===== src/rtl/vectorsum_pkg.sv =====
// Shared definitions for the vectorsum result drain stage: default sizes,
// drain FSM state type and the read-issue credit rule.
package vectorsum_pkg;

  localparam int DEF_DATA_WIDTH  = 32;
  localparam int DEF_ADDR_WIDTH  = 10;
  localparam int DEF_VECTOR_SIZE = 64;

  typedef enum logic [1:0] {
    IDLE   = 2'd0,
    STREAM = 2'd1,
    DRAIN  = 2'd2,
    DONE   = 2'd3
  } stream_state_t;

  // A new read may be issued only if the words already buffered plus the one
  // still coming back from memory, minus the one leaving this cycle, leave
  // room in the 2-entry output buffer.
  function automatic logic credit_ok(input logic [1:0] occ,
                                     input logic       inflight,
                                     input logic       pop);
    logic [2:0] pending;
    pending = {1'b0, occ} + {2'b00, inflight};
    return (pending < (3'd2 + {2'b00, pop}));
  endfunction

endpackage


===== src/rtl/vectorsum_stream_out_fifo.sv =====
// Two-entry first-word-fall-through buffer. entry0 is always the head, so the
// head is visible the cycle after it is pushed. Push and pop together are
// accepted at any occupancy; illegal requests are ignored and flagged by the
// companion checker.
module stream_fifo2 #(
  parameter int WIDTH = 33
) (
  input  logic             clock,
  input  logic             reset,
  input  logic             push,
  input  logic [WIDTH-1:0] push_data,
  input  logic             pop,
  output logic [WIDTH-1:0] head_data,
  output logic [1:0]       occ
);

  logic [WIDTH-1:0] entry0_r;
  logic [WIDTH-1:0] entry1_r;
  logic [1:0]       occ_r;
  logic             pop_s;
  logic             push_s;

  assign head_data = entry0_r;
  assign occ       = occ_r;

  // Qualify requests so an illegal pop or overflowing push cannot corrupt state.
  always_comb begin
    pop_s  = pop && (occ_r != 2'd0);
    push_s = push && ((occ_r != 2'd2) || pop_s);
  end

  // Storage and occupancy update.
  always_ff @(posedge clock) begin
    if (reset) begin
      entry0_r <= {WIDTH{1'b0}};
      entry1_r <= {WIDTH{1'b0}};
      occ_r    <= 2'd0;
    end else begin
      case ({push_s, pop_s})
        2'b10: begin
          if (occ_r == 2'd0) begin
            entry0_r <= push_data;
          end else begin
            entry1_r <= push_data;
          end
          occ_r <= occ_r + 2'd1;
        end
        2'b01: begin
          entry0_r <= entry1_r;
          occ_r    <= occ_r - 2'd1;
        end
        2'b11: begin
          if (occ_r == 2'd1) begin
            entry0_r <= push_data;
          end else begin
            entry0_r <= entry1_r;
            entry1_r <= push_data;
          end
        end
        default: begin
          occ_r <= occ_r;
        end
      endcase
    end
  end

  stream_fifo2_chk u_chk (
    .clock (clock),
    .reset (reset),
    .push  (push),
    .pop   (pop),
    .occ   (occ_r)
  );

endmodule

// Protocol checker for stream_fifo2: the credit logic upstream must never
// push into a full buffer without a matching pop, nor pop an empty one.
module stream_fifo2_chk (
  input logic       clock,
  input logic       reset,
  input logic       push,
  input logic       pop,
  input logic [1:0] occ
);

  a_no_overflow: assert property (@(posedge clock) disable iff (reset)
    !(push && !pop && (occ == 2'd2)));

  a_no_underflow: assert property (@(posedge clock) disable iff (reset)
    !(pop && (occ == 2'd0)));

endmodule


===== src/rtl/vectorsum_stream_out.sv =====
// Drain stage for vectorsum_top: on start, reads z[0..VECTOR_SIZE-1] through
// a 1-cycle registered read port and emits each word on a valid/ready stream,
// tagging the final word with out_last. Reads are throttled by a credit rule
// so the 2-entry output buffer never overflows under backpressure.
module vectorsum_stream_out
  import vectorsum_pkg::*;
#(
  parameter int DATA_WIDTH  = DEF_DATA_WIDTH,
  parameter int ADDR_WIDTH  = DEF_ADDR_WIDTH,
  parameter int VECTOR_SIZE = DEF_VECTOR_SIZE
) (
  input  logic                  clock,
  input  logic                  reset,
  input  logic                  start,
  output logic                  busy,
  output logic                  done,
  output logic [ADDR_WIDTH-1:0] mem_rd_addr,
  input  logic [DATA_WIDTH-1:0] mem_dout,
  output logic [DATA_WIDTH-1:0] out_data,
  output logic                  out_valid,
  input  logic                  out_ready,
  output logic                  out_last
);

  localparam logic [ADDR_WIDTH-1:0] LAST_ADDR = ADDR_WIDTH'(VECTOR_SIZE - 1);

  stream_state_t         state_r;
  stream_state_t         state_next_s;
  logic [ADDR_WIDTH-1:0] addr_r;
  logic                  inflight_r;
  logic                  last_tag_r;
  logic                  busy_r;
  logic                  done_r;
  logic [1:0]            occ_s;
  logic [DATA_WIDTH:0]   head_s;
  logic                  valid_s;
  logic                  pop_s;
  logic                  issue_s;

  assign mem_rd_addr = addr_r;
  assign busy        = busy_r;
  assign done        = done_r;
  assign out_valid   = valid_s;
  assign out_data    = head_s[DATA_WIDTH-1:0];
  assign out_last    = head_s[DATA_WIDTH];

  // Stream handshake decode from the buffer state.
  always_comb begin
    valid_s = (occ_s != 2'd0);
    pop_s   = valid_s && out_ready;
  end

  // Next-state and read-issue decision.
  always_comb begin
    state_next_s = state_r;
    issue_s      = 1'b0;
    case (state_r)
      IDLE: begin
        if (start) begin
          state_next_s = STREAM;
        end else begin
          state_next_s = IDLE;
        end
      end
      STREAM: begin
        issue_s = credit_ok(occ_s, inflight_r, pop_s);
        if (issue_s && (addr_r == LAST_ADDR)) begin
          state_next_s = DRAIN;
        end else begin
          state_next_s = STREAM;
        end
      end
      DRAIN: begin
        if (pop_s && out_last) begin
          state_next_s = DONE;
        end else begin
          state_next_s = DRAIN;
        end
      end
      DONE: begin
        state_next_s = IDLE;
      end
      default: begin
        state_next_s = IDLE;
      end
    endcase
  end

  // State, address counter, in-flight tracking and registered status flags.
  // The counter parks on the final address instead of wrapping.
  always_ff @(posedge clock) begin
    if (reset) begin
      state_r    <= IDLE;
      addr_r     <= {ADDR_WIDTH{1'b0}};
      inflight_r <= 1'b0;
      last_tag_r <= 1'b0;
      busy_r     <= 1'b0;
      done_r     <= 1'b0;
    end else begin
      state_r <= state_next_s;
      if (state_next_s == IDLE) begin
        addr_r <= {ADDR_WIDTH{1'b0}};
      end else if (issue_s && (addr_r != LAST_ADDR)) begin
        addr_r <= addr_r + ADDR_WIDTH'(1);
      end else begin
        addr_r <= addr_r;
      end
      inflight_r <= issue_s;
      last_tag_r <= issue_s && (addr_r == LAST_ADDR);
      busy_r     <= (state_next_s == STREAM) || (state_next_s == DRAIN);
      done_r     <= (state_next_s == DONE);
    end
  end

  stream_fifo2 #(
    .WIDTH (DATA_WIDTH + 1)
  ) u_fifo (
    .clock     (clock),
    .reset     (reset),
    .push      (inflight_r),
    .push_data ({last_tag_r, mem_dout}),
    .pop       (pop_s),
    .head_data (head_s),
    .occ       (occ_s)
  );

endmodule


===== config.mk =====
export PLATFORM = sky130hd
export DESIGN_NAME = vectorsum_stream_out
export DESIGN_NICKNAME = d
export VERILOG_FILES = /design/src/rtl/vectorsum_pkg.sv /design/src/rtl/vectorsum_stream_out_fifo.sv /design/src/rtl/vectorsum_stream_out.sv
export SDC_FILE = /design/constraint.sdc
export NUM_CORES = 1
export LEC_CHECK = 0
export ABC_AREA = 1
export BUFFER_PORTS_ARGS = -buffer_cell sky130_fd_sc_hd__buf_4
export CORE_UTILIZATION = 45
export DETAILED_ROUTE_END_ITERATION = 6
export GPL_TIMING_DRIVEN = 0
export HOLD_SLACK_MARGIN = 0.03
export PLACE_DENSITY_LB_ADDON = 0.25
export SKIP_CTS_REPAIR_TIMING = 1
export SYNTH_ARGS = -nofsm -noshare
export SYNTH_HDL_FRONTEND = slang
export SYNTH_HIERARCHICAL = 1
export SYNTH_SLANG_ARGS = --single-unit

===== constraint.sdc =====
create_clock -name clock -period 2.2 [get_ports clock]
set_input_delay 0.22 -clock clock [delete_from_list [all_inputs] [get_ports clock]]
set_output_delay 0.22 -clock clock [all_outputs]
set_load 0.01 [all_outputs]

==> summary.md <==
| Metric | Value |
|---|---|
| Switch Pwr | `0.001509 W` |
| Number of top-level pins | `82` |
| Post-DR wirelength/cell | `11.86 microns` |
| Max FO, Critical Path | `8` |
| Slew Viols, Final | `0` |
| Vias | `4009` |
| Post-Syn Instances | `between 600 and 700` |
| Drt drc | `14` |
| Most common cell after layout, fill and taps aside | `nor2_1` |
| Most frequent cells in the layout | `149 x nor2_1, 86 x inv_1, 86 x buf_4` |
| Final-report hold violation count | `0` |
| Ys flop type | `dfxtp_1` |
| Fraction of layout cells with a size suffix above 1 | `19.67%` |
| Row count | `34` |
| Status | `finished, violations left` |
| WP data arrival | `2280 ps` |
| Post-DP HPWL | `6976 microns` |
| Failing checks | `DRC` |
| CP endpoint kind | `register` |
| Core Area | `8806 sq um` |
| Slew @ Worst Pin | `around 500 ps` |
| Pre-CTS setup slack | `roughly 110 ps` |
| Final WL | `9788 microns` |
| Worst skew pair latency | `360 ps` |
| Power share of the clock group | `26.3%` |
| WS Path Type | `reg2reg` |
| Via/cell ratio | `4.859` |
| Clock skew | `14.67 ps` |
| Leakage | `2.362 nW` |
| Switching Fraction | `about 33%` |
| Post-route ant nets | `0` |
| HP Class | `in2reg` |
| Rel. slew slack | `between 60% and 70%` |
| Maximum VDD drop | `0.0004763 V` |
| Worst Slack Setup Final | `197.1 ps` |
| Post-synthesis cell area | `4130 sq um` |
| PwrDens | `894.4 nW/um^2` |
| CTS Buffer Depth | `2` |
| Overall routing resource usage | `21.64%` |
| Min Tclk post-route | `between 2000 and 2500 ps` |
| Placed Area | `between 4000 and 5000 sq um` |
| Fin Setup TNS | `0 ps` |
| RSZ-0062 raised after global routing | `false` |
| Initial core utilization | `a little under half` |
| Nets | `between 700 and 800` |
| Drt first pass iters | `7` |
| Vias in the first global route | `about 3800` |
| Asr flop ratio synth | `0%` |
| Max Cap Viol | `0` |
| GR Overflow Total | `0` |
| Syn. warnings | `6` |
| Cell Int Power | `0.003045 W` |
| Fill cells | `about 890` |
| Worst EP required | `2470 ps` |
| Final RePlAce weighted congestion | `0.8736` |
| Crit share post-route | `91.04%` |
| Die H | `97.81 microns` |
| CTS tree | `built` |
| Cell area after layout | `5092 sq um` |
| Port Buffer Count | `81` |
| Distinct cells, synth | `27` |
| Clk root buf | `clkbuf_8` |
| Clk slew on worst S/H paths | `80 ps` |
| Post-synth EDFFs | `0` |
| Sequential cell area fraction in the yosys report | `40.71%` |
| Syn_nets | `between 600 and 700` |
| Startpoint Class | `register` |
| First-pass GRT wire length | `~17000 microns` |
| Fmax | `499.3 MHz` |
| Die area | `9566 sq um` |
| Num CTS Buffers | `9` |
| Pwr Total | `0.004554 W` |
| Synth Area per Inst | `6.662 sq um` |
| H-tree level count | `3` |
| Largest net degree at the start of global routing | `15` |
| Die Wd | `97.81 microns` |
| Number of DRC markers in iteration 0 | `230` |
| Clk sinks | `84` |
| Sequential power share | `between 40 and 50%` |
| Number of antenna violations at the first check in global routing | `0` |
| Comb pwr share | `31.3%` |
| Synthesis-stage register bit count | `84` |
| Area growth syn-to-layout | `23.30%` |
| Final setup fails | `0` |
| Antenna cells | `0` |
[final cells by class]
cell class | instances | area [sq um] | share of cell area (%)
Tap cell | 108 | 135.1 | 2.654
Clock buffer | 10 | 127.6 | 2.506
Inverter | 92 | 345.3 | 6.781
Timing Repair Buffer | 81 | 608.1 | 11.94
Buffer | 35 | 214.0 | 4.201
Clock inverter | 6 | 88.84 | 1.744
Multi-Input combinational cell | 409 | 1892 | 37.15
Sequential cell | 84 | 1682 | 33.02
[power by group through the flow]
stage               Clock (W)  Sequential (W)  Combinational [W]
detailed placement          0         0.00197            0.00142
finish                0.00120         0.00193            0.00143
floorplan                   0         0.00201           0.000847
global placement            0         0.00196            0.00139
global route          0.00130         0.00197            0.00160
CTS                   0.00123         0.00193            0.00143
[path summary, 6_finish.rpt]
kind                                                        end  depth (start not counted)  slack, ps                             from
worst max-delay path                mem_rd_addr[2]$_SDFFE_PP0P_                         10        200            inflight_r$_SDFF_PP0_
worst min-delay path                            busy$_SDFF_PP0_                          2        110                            reset
worst max register to register      mem_rd_addr[2]$_SDFFE_PP0P_                         10        200            inflight_r$_SDFF_PP0_
worst min register to register  u_fifo/entry1_r[0]$_SDFFE_PP0P_                          2        480  u_fifo/entry1_r[0]$_SDFFE_PP0P_
[flip-flops by register name, summed over array words and instances (netlist names)]
signal / flops
u_fifo/head_data: 33
state_r: 2
inflight_r: 1
last_tag_r: 1
done: 1
u_fifo/entry1_r: 33
busy: 1
u_fifo/occ: 2
mem_rd_addr: 10
[layer usage]
metal,vias to the layer above,part of all wire (%),track usage [%]
met5,-,0,0
met4,0,1.1,8.508
met3,12,4.2,4.152
met2,99,48,37.92
met1,1798,46,26.17
li1,2100,-,-
[synthesized netlist by cell type, types with 6 or more instances]
library cell / instances / area, sq um
nand3_1: 41 / 205.2
nand2_1: 76 / 285.3
clkbuf_1: 7 / 26.28
ha_1: 8 / 100.1
o21ai_0: 35 / 175.2
dfxtp_1: 84 / 1682
buf_6: 6 / 67.56
nor2_1: 150 / 563.0
o21ai_1: 33 / 165.2
xor2_1: 6 / 52.55
inv_1: 87 / 326.6
a21oi_1: 44 / 220.2
buf_2: 15 / 75.07
[kinds of logic (layout without fill, tap and decap cells)]
group,Yosys count,after routing,share of synthesized area [%]
AND/OR/NAND/NOR,282,282,28.26
AO/OA/AOI/OAI,113,113,13.78
XOR/XNOR,6,6,1.272
buffers and inverters,127,224,13.54
flip-flops,84,84,40.71
adder cells (fa/ha/maj),8,8,2.424
[metrics by stage]
step	hold slack (ps)	utilization, %	instances
5_1_grt	93.42	57.83	825
3_5_place_dp	467.7	55.34	809
3_3_place_gp	459.4	55.34	809
6_report	105.3	57.83	825
2_1_floorplan	289.1	-	620
4_1_cts	86.97	57.80	825
[worst max-delay path, stage by stage, from the launching register on]
cell and delay [ps]:
dfxtp_1 360, ha_1 210, ha_1 260, nand2_1 120, nand3_2 120, o21ai_2 160
inv_1 70, ha_1 190, nor2_2 160, inv_2 100, a21oi_1 140
(Power assumes the default switching activity.)
